## src/rtl/note_recorder_if.sv

```systemverilog
// Recorder bus: key levels and controller pulses in, packed level word, length and status out.
// Latency: none, wiring only.
// Backpressure: none. Pulses are single-cycle and the outputs are level/pulse signals.
interface note_recorder_if #(
    parameter int MAX_NOTES = 4,
    parameter int NOTE_W    = 4
);
    logic [NOTE_W-1:0]           note_inputs;
    logic                        start_record;
    logic                        stop_record;
    logic [MAX_NOTES*NOTE_W-1:0] level_data;
    logic [3:0]                  level_length;
    logic                        recording;
    logic                        done_record;
    logic [NOTE_W-1:0]           note_echo;

    // Controller / key side
    modport master (
        output note_inputs, start_record, stop_record,
        input  level_data, level_length, recording, done_record, note_echo
    );

    // Recorder side
    modport slave (
        input  note_inputs, start_record, stop_record,
        output level_data, level_length, recording, done_record, note_echo
    );
endinterface

```

## src/rtl/note_recorder.sv

```systemverilog
// Compose-mode recorder: debounces key presses and packs them MSB-first into a level word and a length.
// Latency: press to commit is 2 sync + DEBOUNCE_CYCLES + hold time + DEBOUNCE_CYCLES + 1 cycles.
// Backpressure: none. Optional idle auto-finish is enabled with macro RECORD_TIMEOUT_EN.
module note_recorder #(
    parameter int MAX_NOTES       = 4,
    parameter int NOTE_W          = 4,
    parameter int DEBOUNCE_CYCLES = 2,
    parameter int TIMEOUT_CYCLES  = 100000000
) (
    input  logic            clk,
    input  logic            resetn,
    note_recorder_if.slave  rec
);

    localparam int DB_W = $clog2(DEBOUNCE_CYCLES + 1);
    localparam logic [DB_W-1:0] DB_MAX = DB_W'(DEBOUNCE_CYCLES);
    localparam logic [3:0] LAST_IDX = 4'(MAX_NOTES - 1);

    // Reject illegal configurations at elaboration.
    if (MAX_NOTES < 1 || MAX_NOTES > 15) begin : g_bad_max_notes
        $error("note_recorder: MAX_NOTES must be in 1..15");
    end
    if (DEBOUNCE_CYCLES < 1) begin : g_bad_debounce
        $error("note_recorder: DEBOUNCE_CYCLES must be at least 1");
    end
    if (TIMEOUT_CYCLES < 1) begin : g_bad_timeout
        $error("note_recorder: TIMEOUT_CYCLES must be at least 1");
    end

    typedef enum logic [2:0] {
        S_IDLE,
        S_WAIT_RELEASE,
        S_WAIT_PRESS,
        S_HOLD,
        S_FINISH
    } state_t;

    state_t                      state;
    logic [NOTE_W-1:0]           sync_q1;
    logic [NOTE_W-1:0]           sync_q2;
    logic [NOTE_W-1:0]           db_val;
    logic [DB_W-1:0]             db_cnt;
    logic [DB_W-1:0]             db_next;
    logic                        stable;
    logic                        stable_zero;
    logic                        stable_press;
    logic                        timeout_hit;
    logic [NOTE_W-1:0]           pending;
    logic [NOTE_W-1:0]           note_echo_q;
    logic [MAX_NOTES*NOTE_W-1:0] level_data_q;
    logic [3:0]                  level_length_q;
    logic                        recording_q;
    logic                        done_q;

    // Two-flop synchroniser for the asynchronous key levels.
    always_ff @(posedge clk or negedge resetn) begin
        if (!resetn) begin
            sync_q1 <= '0;
            sync_q2 <= '0;
        end else begin
            sync_q1 <= rec.note_inputs;
            sync_q2 <= sync_q1;
        end
    end

    // Run length of the current synchronised value, saturating at DEBOUNCE_CYCLES.
    always_comb begin
        db_next = DB_W'(1);
        if (sync_q2 == db_val) begin
            db_next = (db_cnt == DB_MAX) ? DB_MAX : db_cnt + 1'b1;
        end
    end

    assign stable       = (db_next == DB_MAX);
    assign stable_zero  = stable && (sync_q2 == '0);
    assign stable_press = stable && (sync_q2 != '0);

    // Debounce tracking; note_echo follows the last value that stayed stable long enough.
    always_ff @(posedge clk or negedge resetn) begin
        if (!resetn) begin
            db_val      <= '0;
            db_cnt      <= '0;
            note_echo_q <= '0;
        end else begin
            db_val <= sync_q2;
            db_cnt <= db_next;
            if (stable) begin
                note_echo_q <= sync_q2;
            end
        end
    end

`ifdef RECORD_TIMEOUT_EN
    localparam int TO_W = $clog2(TIMEOUT_CYCLES + 1);
    localparam logic [TO_W-1:0] TO_LAST = TO_W'(TIMEOUT_CYCLES - 1);

    logic [TO_W-1:0] to_cnt;

    // Idle counter: only advances while waiting for a press with at least one note stored.
    always_ff @(posedge clk or negedge resetn) begin
        if (!resetn) begin
            to_cnt <= '0;
        end else if (state != S_WAIT_PRESS || sync_q2 != '0) begin
            to_cnt <= '0;
        end else if (level_length_q != '0) begin
            to_cnt <= to_cnt + 1'b1;
        end
    end

    assign timeout_hit = (state == S_WAIT_PRESS) && (level_length_q != '0) &&
                         (sync_q2 == '0) && (to_cnt == TO_LAST);
`else
    assign timeout_hit = 1'b0;
`endif

    // Recording FSM with registered status outputs and the packed level word.
    always_ff @(posedge clk or negedge resetn) begin
        if (!resetn) begin
            state          <= S_IDLE;
            pending        <= '0;
            level_data_q   <= '0;
            level_length_q <= '0;
            recording_q    <= 1'b0;
            done_q         <= 1'b0;
        end else begin
            done_q <= 1'b0;
            case (state)
                S_IDLE: begin
                    if (rec.start_record) begin
                        level_data_q   <= '0;
                        level_length_q <= '0;
                        recording_q    <= 1'b1;
                        state          <= S_WAIT_RELEASE;
                    end
                end
                S_WAIT_RELEASE: begin
                    if (rec.stop_record) begin
                        state       <= S_FINISH;
                        recording_q <= 1'b0;
                        done_q      <= 1'b1;
                    end else if (stable_zero) begin
                        state <= S_WAIT_PRESS;
                    end
                end
                S_WAIT_PRESS: begin
                    // A partially debounced press is simply dropped on stop or timeout.
                    if (rec.stop_record || timeout_hit) begin
                        state       <= S_FINISH;
                        recording_q <= 1'b0;
                        done_q      <= 1'b1;
                    end else if (stable_press) begin
                        pending <= sync_q2;
                        state   <= S_HOLD;
                    end
                end
                S_HOLD: begin
                    // An accepted note is committed on release, or immediately on stop.
                    if (rec.stop_record || stable_zero) begin
                        for (int i = 0; i < MAX_NOTES; i++) begin
                            if (level_length_q == 4'(i)) begin
                                level_data_q[(MAX_NOTES-1-i)*NOTE_W +: NOTE_W] <= pending;
                            end
                        end
                        level_length_q <= level_length_q + 4'd1;
                        if (rec.stop_record || level_length_q == LAST_IDX) begin
                            state       <= S_FINISH;
                            recording_q <= 1'b0;
                            done_q      <= 1'b1;
                        end else begin
                            state <= S_WAIT_PRESS;
                        end
                    end
                end
                S_FINISH: begin
                    state <= S_IDLE;
                end
                default: begin
                    state       <= S_IDLE;
                    recording_q <= 1'b0;
                end
            endcase
        end
    end

    assign rec.level_data   = level_data_q;
    assign rec.level_length = level_length_q;
    assign rec.recording    = recording_q;
    assign rec.done_record  = done_q;
    assign rec.note_echo    = note_echo_q;

endmodule
```

## src/flat_wrapper.sv

```systemverilog
// flat-port wrapper written by rule: the top's interface ports become plain ports
module note_recorder_flat 
#(
    parameter int MAX_NOTES       = 4,
    parameter int NOTE_W          = 4,
    parameter int DEBOUNCE_CYCLES = 2,
    parameter int TIMEOUT_CYCLES  = 100000000
)
  (clk, resetn, rec_note_inputs, rec_start_record, rec_stop_record, rec_level_data, rec_level_length, rec_recording, rec_done_record, rec_note_echo);
  note_recorder_if #(.MAX_NOTES(MAX_NOTES), .NOTE_W(NOTE_W)) rec_i ();
  input  logic clk;
  input  logic resetn;
  input wire logic [$bits(rec_i.note_inputs)-1:0] rec_note_inputs;
  input wire logic [$bits(rec_i.start_record)-1:0] rec_start_record;
  input wire logic [$bits(rec_i.stop_record)-1:0] rec_stop_record;
  output wire logic [$bits(rec_i.level_data)-1:0] rec_level_data;
  output wire logic [$bits(rec_i.level_length)-1:0] rec_level_length;
  output wire logic [$bits(rec_i.recording)-1:0] rec_recording;
  output wire logic [$bits(rec_i.done_record)-1:0] rec_done_record;
  output wire logic [$bits(rec_i.note_echo)-1:0] rec_note_echo;
  assign rec_i.note_inputs = rec_note_inputs;
  assign rec_i.start_record = rec_start_record;
  assign rec_i.stop_record = rec_stop_record;
  assign rec_level_data = rec_i.level_data;
  assign rec_level_length = rec_i.level_length;
  assign rec_recording = rec_i.recording;
  assign rec_done_record = rec_i.done_record;
  assign rec_note_echo = rec_i.note_echo;
  note_recorder #(.MAX_NOTES(MAX_NOTES), .NOTE_W(NOTE_W), .DEBOUNCE_CYCLES(DEBOUNCE_CYCLES), .TIMEOUT_CYCLES(TIMEOUT_CYCLES)) u_core (.clk(clk), .resetn(resetn), .rec(rec_i));
endmodule
```

## config.mk

```make
export PLATFORM = sky130hd
export DESIGN_NAME = note_recorder_flat
export DESIGN_NICKNAME = d
export VERILOG_FILES = /design/src/rtl/note_recorder_if.sv /design/src/rtl/note_recorder.sv /design/src/flat_wrapper.sv
export SDC_FILE = /design/constraint.sdc
export NUM_CORES = 1
export LEC_CHECK = 0
export CORE_MARGIN = 3
export CORE_UTILIZATION = 48
export CTS_BUF_LIST = sky130_fd_sc_hd__clkbuf_8
export DETAILED_ROUTE_END_ITERATION = 7
export GPL_TIMING_DRIVEN = 0
export PLACE_DENSITY = 0.82
export SETUP_SLACK_MARGIN = 0.5
export SLEW_MARGIN = 15
export SYNTH_ARGS = -nofsm -noshare
export SYNTH_HDL_FRONTEND = slang
export SYNTH_SLANG_ARGS = --single-unit
```

## constraint.sdc

```tcl
create_clock -name clk -period 4.05 [get_ports clk]
set_input_delay 0.405 -clock clk [delete_from_list [all_inputs] [get_ports clk]]
set_output_delay 0.405 -clock clk [all_outputs]
set_load 0.02 [all_outputs]
```

==> results of run 1 <==
## cells by family (layout without fill, tap and decap cells)
group           count (synthesis)  after routing  share of synthesized area (%)
flops                          47             47                           58.8
simple gates                   40             40                           13.8
compound gates                 34             34                           14.5
buf+inv                        11             54                           2.56
mux                             9              9                           5.07
fa+ha+maj                       5              5                           3.13
xor+xnor                        5              5                           2.19
## power by group
| group | switching, uW | internal [uW] | total (uW) |
|---|---|---|---|
| Combinational | 111 | 93.4 | 204 |
| Clock | 174 | 130 | 305 |
| Sequential | 23.7 | 505 | 529 |
## state kept, by name, summed over array words and instances, names as in the netlist
| signal | count |
|---|---|
| u_core.sync_q2 | 4 |
| u_core.state | 3 |
| u_core.rec.note_echo | 4 |
| u_core.rec.done_record | 1 |
| u_core.pending | 4 |
| u_core.rec.level_data | 16 |
| u_core.sync_q1 | 4 |
| u_core.rec.level_length | 4 |
| u_core.rec.recording | 1 |
| u_core.db_val | 4 |
| u_core.db_cnt | 2 |
## what timing repair did
action                                 CTS  global route
setup endpoints to repair                0             0
endpoints found under the hold margin    9             0
hold buffers                             1             0
## routing by layer
| metal | wire (um) | part of all wire [%] | track usage (%) | up-vias |
|---|---|---|---|---|
| li1 | - | - | - | 648 |
| met1 | 1700 | 43 | 21.6 | 710 |
| met2 | 1990 | 50 | 28.9 | 46 |
| met3 | 223 | 5.6 | 4.97 | 9 |
| met4 | 53 | 1.3 | 5.01 | 0 |
| met5 | 0 | 0 | 0 | - |
## final timing paths
check / start / end / slack (ns) / cells past startpoint
worst max-delay path: u_core.sync_q2[1] / u_core.pending[2] / 1.83 / 5
worst min-delay path: u_core.sync_q1[3] / u_core.sync_q2[3] / 0.36 / 0
worst max register to register: u_core.sync_q2[1] / u_core.pending[2] / 1.83 / 5
worst min register to register: u_core.sync_q1[3] / u_core.sync_q2[3] / 0.36 / 0
max in group asynchronous: resetn / u_core.rec.level_data[11] / 3.09 / 3
min in group asynchronous: resetn / u_core.rec.recording / 0.49 / 2
## cell usage in the layout (no fill, tap or decap), types with 2 or more instances in the layout
cell type,Yosys,routed
dfrtp_1,47,47
clkbuf_1,3,3
a32o_1,16,16
inv_6,0,2
clkdlybuf4s50_1,0,32
nand2_1,7,7
nor4_4,2,2
a21o_2,2,2
mux2_2,9,9
buf_2,1,2
clkbuf_8,0,5
a21oi_1,7,7
xor2_1,5,5
nand3b_1,2,2
nor3_1,4,4
a221o_1,2,2
nand3_1,2,2
nor4_1,2,2
ha_1,5,5
nor2_1,6,6
inv_1,5,5
and2_1,2,2
## layout make-up
class	instances	area (sq um)
fillers	290	1310
flip-flops and latches	47	1180
multi-input cells	93	773
repair buffers	35	355
clock buffers	5	68.8
well taps	48	60.1
plain buffers	6	32.5
clock inverters	3	28.8
inverters	5	18.8
## stage by stage
step	util, %	cell area, sq um	cells	setup WS, ns
final	65.7	2510	242	1.83
after global routing	65.7	2510	242	1.72
after CTS	65.7	2510	242	1.82
after detailed placement	62.9	2410	233	1.80
after global placement	62.5	2390	232	1.45
after floorplan	-	2000	151	2.10
==> flow_metrics.tcl, run 1 <==
set metrics [dict create \
    die_h_um 70.6 \
    timing.critical_path.mode_cell "nor4_4" \
    finClkSkew_ns 0.00802 \
    cts_root_buf "clkbuf_8" \
    drive_above_1_share_pct 16.0 \
    rows 22 \
    post_cts_buffers 0 \
    area_growth_pct 25.6 \
    overflow 0 \
    finalCriticalPeriod_ns 2.22 \
    core_sq_mm 0.00383 \
    synth_top_cells_by_count "dfrtp_1, a32o_1, mux2_2" \
    clock.fmax_ghz 0.451 \
    grt_max_degree 39 \
    io_pins 34 \
    max_stage_delay_ns 0.50 \
    cp_top_family "simple AND/OR/NAND/NOR gates" \
    start_util_pct 52.3 \
    nets 206 \
    syn-mean-instance-area_sq_um 13.2 \
    numCtsBuffers 5 \
    yosysSeqAreaShare_pct 58.8 \
    vias 1413 \
    drcViolationCount 0 \
    wirelength_um 3970 \
    synth_area_leaders "dfrtp_1, a32o_1, mux2_2" \
    vias_per_cell 5.84 \
    tightestPinTransition_ns 0.694 \
    hold_violations 0 \
    synth.distinct_cells 41 \
    power_density_mw_per_mm2 413 \
    cts_buffer_depth 2 \
    dieArea_sq_mm 0.00498 \
    synthesis.area_sq_mm 0.00200 \
    finalSetupTns_ns 0 \
    setup_viol 0 \
    crit_chain "xor2_1, nor4_4, nand3b_4, nor4_4, mux2_2" \
    crit_buf_inv 0 \
    insertion_delay_ns 0.31 \
    crit_path_top_delay_cell "nor4_4" \
    cts_resized 0 \
    critPathRequiredTime_ns 4.25 \
    drv_cap 0 \
    worst_hold_slack_ns 0.356 \
    clk_pin_slew_ns 0.10 \
    grt_pass1_wl_um 6750 \
    async_flop_share_pct 100 \
    finalCritPeriodShare_pct 54.8 \
    grt_pass1_vias 1439 \
    postRouteAntennaNets 0 \
    diodes 0 \
    fp.dieW_um 70.6 \
    drt_iter0_markers 86 \
    htree_levels 2 \
    criticalPathCategory "reg2reg" \
    rsz0062_at_grt "false" \
    hold_class "reg2reg" \
    maxSlewViolCount 0 \
    critical_path.max_fanout 7 \
    synth_warnings 0 \
    status "complete, no violations" \
    first_pass_iters 5 \
    place.detailed.hpwl_um 2820 \
    p_leak_uw 0.00110 \
    ir_drop_uv 303 \
    synth_most_common_cell "dfrtp_1" \
    antenna_found_initial 0 \
    arrival_ns 2.42 \
    synthCells 151 \
    critPathCaptureType "flop" \
    fin_total_pwr_uw 1040 \
    synth_seq_cells 47 \
    port_buffers 33 \
    cts_sinks 47 \
    synth-main-ff-cell "dfrtp_1" \
    track_usage_pct 17.1 \
    syn_nets 164 \
    wl_per_cell_um 16.4 \
    slew_headroom_pct 53.1 \
    synth_top_area_share_pct 58.8 \
    yosysTopAreaCell "dfrtp_1" \
    place_congestion 0.891 \
    cts_tree "done" \
    synth-edff-count 0 \
    start_kind "flop" \
]
Note: power is estimated with default switching activity, not from simulation.
==> run 2, diff against run 1 <==
clock period = 2.15 ns   (was 4.05 ns; I/O delays follow)
==> flow_metrics.tcl, run 2 (same netlist as run 1, synthesis figures left out) <==
set metrics [dict create \
    dieArea_sq_mm 0.00498 \
    area_growth_pct 43.8 \
    cp_top_family "simple AND/OR/NAND/NOR gates" \
    layout.cells.non_filler 258 \
    ir_drop_uv 543 \
    wl_per_cell_um 18.9 \
    status "complete, no violations" \
    r2r_slack_ns 0.24 \
    grt_pass1_vias 1576 \
    ff2ff_path_depth 7 \
    hold_class "in2async" \
    drt_iter0_markers 143 \
    first_pass_iters 4 \
    timing.critical_path.mode_cell "buf_4" \
    p_leak_uw 0.00125 \
    port_buffers 33 \
    clock.fmax_ghz 0.523 \
    overflow 0 \
    nets 222 \
    finalCriticalPeriod_ns 1.91 \
    drive_above_1_share_pct 35.7 \
    slew_headroom_pct 66.3 \
    power_density_mw_per_mm2 754 \
    vias_per_cell 5.85 \
    final_cell_mix "dfrtp_1, clkdlybuf4s50_1, a32o_1" \
    max_stage_delay_ns 0.40 \
    reg2reg_from "u_core.sync_q2[1]" \
    wirelength_um 4870 \
    drv_cap 0 \
    diodes 0 \
    path_depth 7 \
    finalCritPeriodShare_pct 88.9 \
    cts_tree "done" \
    track_usage_pct 20.5 \
    rows 22 \
    placed_cells 233 \
    r2r_end "u_core.pending[2]" \
    start_kind "flop" \
    grt_pass1_wl_um 7690 \
    antenna_found_initial 0 \
    place_congestion 0.927 \
    hold_violations 0 \
    postRouteAntennaNets 0 \
    cts_sinks 47 \
    crit_path_top_delay_cell "dfrtp_2" \
    crit_buf_inv 3 \
    critical_path.max_fanout 4 \
    grt_max_degree 39 \
    clk_pin_slew_ns 0.09 \
    arrival_ns 2.10 \
    start_util_pct 52.3 \
    maxSlewViolCount 0 \
    place.detailed.hpwl_um 3040 \
    insertion_delay_ns 0.31 \
    cts_buffer_depth 2 \
    htree_levels 2 \
    layout_commonest_cell "dfrtp_1" \
    worst_hold_slack_ns 0.292 \
    criticalPathCategory "reg2reg" \
    fin_util_pct 75.2 \
    drcViolationCount 0 \
    largest_reg_flops 16 \
    cts_root_buf "clkbuf_8" \
    finClkSkew_ns 0.00976 \
    numCtsBuffers 5 \
    setup_viol 0 \
    fp.dieW_um 70.6 \
    rsz0062_at_grt "true" \
    fin_total_pwr_uw 2170 \
    core_sq_mm 0.00383 \
    finalSetupTns_ns 0 \
    critPathRequiredTime_ns 2.34 \
    critPathCaptureType "flop" \
    die_h_um 70.6 \
    io_pins 34 \
    tightestPinTransition_ns 0.505 \
    fill_cells 223 \
    vias 1509 \
    crit_chain "buf_4, nor4_4, buf_4, or3_4, nor4_4, buf_4, mux2_2" \
]
[run 2: repair_timing]
item                                    in CTS  in global routing
endpoints found under the hold margin        9                  0
pin swaps                                   11                 22
cloned                                       1                  0
setup buffers                               13                  2
endpoints found under the setup margin      33                 35
hold buffers                                 1                  0
gates resized for setup                     22                 22
[run 2: layer usage]
metal  up-vias  part of all wire (%)  track usage [%]
met5         -                     0                0
met2        53                    54             35.9
met3        11                   5.4             5.97
met4         0                   1.8             8.56
met1       764                    39             23.4
li1        681                     -                -
[run 2: through the flow]
| step | worst slack (ns) | instance area, sq um |
|---|---|---|
| finish | 0.240 | 2880 |
| floorplan | 0.288 | 2030 |
| detailed placement | 0.0225 | 2430 |
| global route | 0.148 | 2880 |
| global placement | -0.259 | 2420 |
| CTS | 0.205 | 2760 |
[run 2: worst reg2reg max path, stage by stage (launching register included)]
cell     delay (ns)
dfrtp_2        0.40
buf_4          0.16
nor4_4         0.04
buf_4          0.13
or3_4          0.34
nor4_4         0.22
buf_4          0.18
mux2_2         0.33
[run 2: how the worst max path moves through the flow]
stage | from | endpoint | slack [ns]
5_1_grt | u_core.state[1] | u_core.pending[3] | 0.15
6_report | u_core.sync_q2[1] | u_core.pending[2] | 0.24
3_5_place_dp | rec_stop_record | u_core.pending[1] | 0.02
2_1_floorplan | u_core.sync_q2[2] | u_core.pending[0] | 0.29
3_3_place_gp | resetn | u_core.rec.level_data[14] | -0.26
4_1_cts | u_core.sync_q2[1] | u_core.pending[2] | 0.20
[run 2: final cells by class]
type / count / area [sq um] / area share, %
Multi-Input combinational cell: 93 / 945 / 32.8
Inverter: 5 / 18.8 / 0.652
Buffer: 6 / 42.5 / 1.48
Tap cell: 48 / 60.1 / 2.09
Timing Repair Buffer: 51 / 507 / 17.6
Sequential cell: 47 / 1180 / 41.1
Clock inverter: 2 / 38.8 / 1.35
Clock buffer: 6 / 82.6 / 2.87
[run 2: where the power goes]
part | internal [uW] | switching (uW)
clock network | 382 | 306
registers | 953 | 54.3
logic | 220 | 254
